[src/rtl/seven_segment_scan_controller.sv]
// Multiplexed BCD scan driver for a common-segment multi-digit display.
// Double-buffered digit word, blanking gaps, frame-aligned commits.
module seven_segment_scan_controller #(
    parameter int DIGITS       = 4,
    parameter int REFRESH_DIV  = 50000,
    parameter int BLANK_CYCLES = 500,
    parameter int LZ_BLANK     = 1
) (
    input  logic                  clk,
    input  logic                  rst,
    input  logic                  enable,
    input  logic                  load,
    input  logic [4*DIGITS-1:0]   data_in,
    output logic                  load_ready,
    output logic [3:0]            bcd_out,
    output logic [DIGITS-1:0]     digit_en,
    output logic                  frame_done
);
    localparam int CMAX = (REFRESH_DIV > BLANK_CYCLES) ? REFRESH_DIV : BLANK_CYCLES;
    localparam int CW   = $clog2(CMAX);
    localparam int IW   = $clog2(DIGITS);

    typedef enum logic [1:0] {DARK, GAP, SHOW} state_t;

    state_t              state, state_n;
    logic [IW-1:0]       idx, idx_n;
    logic [CW-1:0]       cnt, cnt_n;
    logic [4*DIGITS-1:0] disp, disp_n, pend, pend_n;
    logic                pflag, pflag_n;
    logic                commit, fd_n;
    logic [3:0]          nib;
    logic                illegal, upper_nz, lz_sup;
    logic [DIGITS-1:0]   en_n;
    logic [3:0]          bcd_n;

    always_comb begin
        state_n = state;
        idx_n   = idx;
        cnt_n   = cnt + CW'(1);
        commit  = 1'b0;
        fd_n    = 1'b0;
        if (!enable) begin
            state_n = DARK;
            idx_n   = '0;
            cnt_n   = '0;
        end else begin
            unique case (state)
                DARK: begin
                    state_n = GAP;
                    idx_n   = '0;
                    cnt_n   = '0;
                    commit  = 1'b1;
                end
                GAP: begin
                    if (cnt == CW'(BLANK_CYCLES - 1)) begin
                        state_n = SHOW;
                        cnt_n   = '0;
                    end
                end
                SHOW: begin
                    if (cnt == CW'(REFRESH_DIV - 1)) begin
                        state_n = GAP;
                        cnt_n   = '0;
                        if (idx == IW'(DIGITS - 1)) begin
                            idx_n  = '0;
                            fd_n   = 1'b1;
                            commit = 1'b1;
                        end else begin
                            idx_n = idx + IW'(1);
                        end
                    end
                end
                default: begin
                    state_n = DARK;
                    idx_n   = '0;
                    cnt_n   = '0;
                end
            endcase
        end
    end

    // Commit reads the old pending word; a coincident load stays pending.
    always_comb begin
        disp_n  = commit ? pend : disp;
        pend_n  = load ? data_in : pend;
        pflag_n = load | (pflag & ~commit);
    end

    // Outputs are derived from next-cycle state so they land registered.
    always_comb begin
        nib      = disp_n[{idx_n, 2'b00} +: 4];
        illegal  = (nib > 4'd9);
        upper_nz = 1'b0;
        for (int k = 0; k < DIGITS; k++) begin
            if (k >= int'(idx_n) && disp_n[4*k +: 4] != 4'd0) begin
                upper_nz = 1'b1;
            end
        end
        lz_sup = (LZ_BLANK != 0) && (idx_n != '0) && !upper_nz;
        en_n   = '0;
        if (state_n == SHOW && !illegal && !lz_sup) begin
            en_n = DIGITS'(1) << idx_n;
        end
        bcd_n = (state_n == DARK || illegal) ? 4'd0 : nib;
    end

    always_ff @(posedge clk) begin
        if (rst) begin
            state      <= DARK;
            idx        <= '0;
            cnt        <= '0;
            disp       <= '0;
            pend       <= '0;
            pflag      <= 1'b0;
            bcd_out    <= 4'd0;
            digit_en   <= '0;
            frame_done <= 1'b0;
            load_ready <= 1'b1;
        end else begin
            state      <= state_n;
            idx        <= idx_n;
            cnt        <= cnt_n;
            disp       <= disp_n;
            pend       <= pend_n;
            pflag      <= pflag_n;
            bcd_out    <= bcd_n;
            digit_en   <= en_n;
            frame_done <= fd_n;
            load_ready <= ~pflag_n;
        end
    end
endmodule

[config.mk]
export PLATFORM = sky130hd
export DESIGN_NAME = seven_segment_scan_controller
export DESIGN_NICKNAME = d
export VERILOG_FILES = /design/src/rtl/seven_segment_scan_controller.sv
export SDC_FILE = /design/constraint.sdc
export NUM_CORES = 1
export LEC_CHECK = 0
export ABC_AREA = 0
export CAP_MARGIN = 20
export CORE_ASPECT_RATIO = 0.7
export CORE_MARGIN = 5
export CORE_UTILIZATION = 35
export CTS_BUF_LIST = sky130_fd_sc_hd__clkbuf_8 sky130_fd_sc_hd__clkbuf_16
export CTS_CLUSTER_SIZE = 28
export DETAILED_ROUTE_END_ITERATION = 7
export PLACE_DENSITY = 0.54
export SYNTH_ARGS = -nofsm -noshare
export SYNTH_HDL_FRONTEND = slang
export SYNTH_SLANG_ARGS = --single-unit
[constraint.sdc]
create_clock -name clk -period 2.71 [get_ports clk]
set_clock_uncertainty 0.1 [all_clocks]
set_input_delay 0.271 -clock clk [delete_from_list [all_inputs] [get_ports clk]]
set_output_delay 0.271 -clock clk [all_outputs]
set_load 0.005 [all_outputs]
==> impl_metrics.toml <==
[logic_synthesis]
register_bit_total_from_synthesis = 63
syn-num-nets = 336
avgSynthCellArea_um2 = 9.03
syn_inst = 310
yosys_warnings = 0
dominantRegCellSynth = "sky130_fd_sc_hd__dfxtp_1"
synth.top_cells.by_area = "sky130_fd_sc_hd__dfxtp_1 45%, sky130_fd_sc_hd__mux2i_1 10%, sky130_fd_sc_hd__nor2_1 7.4%"
synth_largest_type_area_fraction = 0.450
synth_cell_type_count = 50
synth_edf_count = 0
synth.yosys.seq_area_share = 0.450
ys_async_sr_fraction = 0
mappedNetlistArea_mm2 = 0.00280
synth_area_leader_cell = "sky130_fd_sc_hd__dfxtp_1"

[routing]
post-route-drc-count = 0
tritonroute_pass_1_iters = 4
drtIter0Drc = 153
via_density = 4.95
ant_nets = 0
detail_route.wirelength_um = 7600
drt-wirelength-per-cell_um = 14.9
vias = 2523

[timing]
relSlewSlack = 0.731
setup_slack_ps = -143
final.period_utilization = 1.05
tns_ps = -865
slew_viol_final = 0
finalSetupViolations = 8
min_period_ps = 2850
rsz0062_at_grt = "yes"
clock.fmax_mhz = 350
worst-slew-pin-transition_ps = 398
timing.final.hold_violations = 0

[worst_setup_path]
worstSetupStartpointType = "flip-flop"
cp_max_fo = 6
path_buf_inv = 3
setup.worst_path.class = "flip-flop to flip-flop"
rrSetupSlack_ps = -140
critPathCaptureType = "flip-flop"
timing.critical_path.arrival_ps = 2950
worst-endpoint-required_ps = 2810
worst_stage_delay_on_the_critical_path_ps = 540
slowest_cell_on_crit_path = "sky130_fd_sc_hd__or4_4"
timing.critical_path.max_delay_family = "simple AND/OR/NAND/NOR gates"
worstPathCellList = "or4_4, buf_6, nor4_4, nor3b_2, nor2_2, buf_4, buf_4, mux2i_4, a21oi_4, a21oi_4, nor3_2"

[placed_design]
dp.cells = 484
gp_congestion = 0.834
pre_cts_ws_ps = -271
hpwlAfterDp_um = 5290
count_of_input_and_output_buffers = 29

[grt]
grt_util_all_layers = 0.162
wire_length_of_the_first_global_routing_pass_um = 12400
largest_net_degree_at_the_start_of_global_routing = 37
number_of_antenna_violations_at_the_first_check_in_global_routing = 0
global_route.overflow_total = 0
number_of_global_route_vias_before_repair = 2461

[die]
site_row_count = 27
die_height_um = 84.8
num_io_pins = 30
fp.dieArea_mm2 = 0.00992
initial_core_utilization = 0.357
die_width_um = 117
area_of_the_core_region_mm2 = 0.00784

[clocking]
cts_root_buffer = "sky130_fd_sc_hd__clkbuf_16"
clk_path_buf_depth = 2
cts-buffers-inserted = 9
clock-sinks = 63
cts_tree = "yes"
htree_levels = 3
clk_pin_slew_ps = 50
worstSkewPairLatency_ps = 330

[finish]
layout_commonest_cell = "sky130_fd_sc_hd__dfxtp_1"
antenna_cells = 0
final_cells = 510
final_layout_size_suffix_gt1_frac = 0.313
mostFrequentLayoutCells = "62 x sky130_fd_sc_hd__dfxtp_1, 60 x sky130_fd_sc_hd__buf_4, 54 x sky130_fd_sc_hd__nor2_1"
areaGrowthSynthToFinish_pct = 54.2
nNetsFinal = 430
fillers = 687

[flow_run]
cap_viol_max_count = 0

[run_status]
status = "finished with violations"
failing_checks = "setup timing"

[pwr]
worst_ir_drop_vdd_mv = 0.373
p_per_area_mw_per_mm2 = 576
power.leakage_nw = 1.67

[hold_path]
holdCritPathClass = "flip-flop to flip-flop"
path summary, 6_finish.rpt:
kind	end	cells after the start	from
worst max register to register	digit_en[0]	11	cnt[10]
worst min-delay path	disp[0]	2	disp[0]
worst max-delay path	digit_en[0]	11	cnt[10]
worst min register to register	disp[0]	2	disp[0]
report_power, final:
part	internal [mW]	switching (mW)	total [mW]	leakage, nW
registers	0.954	0.0215	0.975	0.513
clock network	0.912	0.395	1.31	0.176
logic	0.111	0.0949	0.206	0.982
total	1.98	0.512	2.49	1.67
tightest hold or removal path: stages, from the launching register on:
cell and delay, ps:
sky130_fd_sc_hd__dfxtp_1 300, sky130_fd_sc_hd__nand2_1 70, sky130_fd_sc_hd__a21oi_1 60
flip-flops by register name, indices dropped and copies added (netlist names), 2 cells and up:
register	flops
cnt	16
state	2
disp	16
bcd_out	4
digit_en	4
pend	16
idx	2
cell usage after synthesis (2+ instances only):
cell and instances:
sky130_fd_sc_hd__nand3_1 5, sky130_fd_sc_hd__a31o_2 2, sky130_fd_sc_hd__o22ai_1 3, sky130_fd_sc_hd__o21a_1 2, sky130_fd_sc_hd__dfxtp_1 63, sky130_fd_sc_hd__inv_1 8, sky130_fd_sc_hd__or3b_2 2, sky130_fd_sc_hd__xor2_1 8
sky130_fd_sc_hd__clkbuf_1 8, sky130_fd_sc_hd__nor3_1 7, sky130_fd_sc_hd__o41ai_1 4, sky130_fd_sc_hd__or3_1 3, sky130_fd_sc_hd__nor4_1 8, sky130_fd_sc_hd__nand2_1 25, sky130_fd_sc_hd__nor2_1 55, sky130_fd_sc_hd__ha_1 6
sky130_fd_sc_hd__buf_2 2, sky130_fd_sc_hd__or4_1 2, sky130_fd_sc_hd__and3_2 2, sky130_fd_sc_hd__nor4_4 2, sky130_fd_sc_hd__mux2i_1 28, sky130_fd_sc_hd__a21oi_1 18, sky130_fd_sc_hd__and3_1 2, sky130_fd_sc_hd__o21ai_0 9
sky130_fd_sc_hd__nand4_1 5, sky130_fd_sc_hd__and2_1 2, sky130_fd_sc_hd__nand2b_1 3, sky130_fd_sc_hd__xnor2_1 4
cell type report:
cell class	instances	area [um2]	share of cell area
multi-input combinational	227	1730	0.401
sequential	63	1260	0.292
timing repair buffer	95	826	0.191
clock buffer	10	239	0.0553
tap	101	126	0.0293
clock inverter	6	101	0.0235
inverter	8	30.0	0.00695
cell families after synthesis:
kind of cell,after synthesis,share of synthesized area
buf+inv,20,0.0304
compound gates,49,0.114
simple gates,131,0.235
fa+ha+maj,6,0.0268
flops,63,0.450
xor+xnor,12,0.0375
mux,29,0.105
per-stage QoR:
step	hold slack [ps]	power, mW	util	instance area (um2)
after detailed placement	369	1.16	0.461	3610
after global placement	352	1.16	0.461	3610
final	378	2.49	0.551	4320
after CTS	376	2.50	0.540	4230
after global routing	406	2.58	0.551	4320
after floorplan	318	1.08	-	2800
timing repair:
item / 4_1_cts / 5_1_grt
buffers inserted: 10 / 1
setup endpoints to repair: 8 / 8
pin swaps: 16 / 3
gates resized for setup: 42 / 13
hold buffers: 0 / 0
metal layers:
metal / routed length (um) / share of wire / global-route usage / up-vias
li1: - / - / - / 1285
met1: 4080 / 0.54 / 0.249 / 1181
met2: 2960 / 0.39 / 0.205 / 47
met3: 444 / 0.058 / 0.0506 / 10
met4: 113 / 0.015 / 0.0615 / 0
met5: 0 / 0 / 0 / -
(Power assumes the default switching activity.)
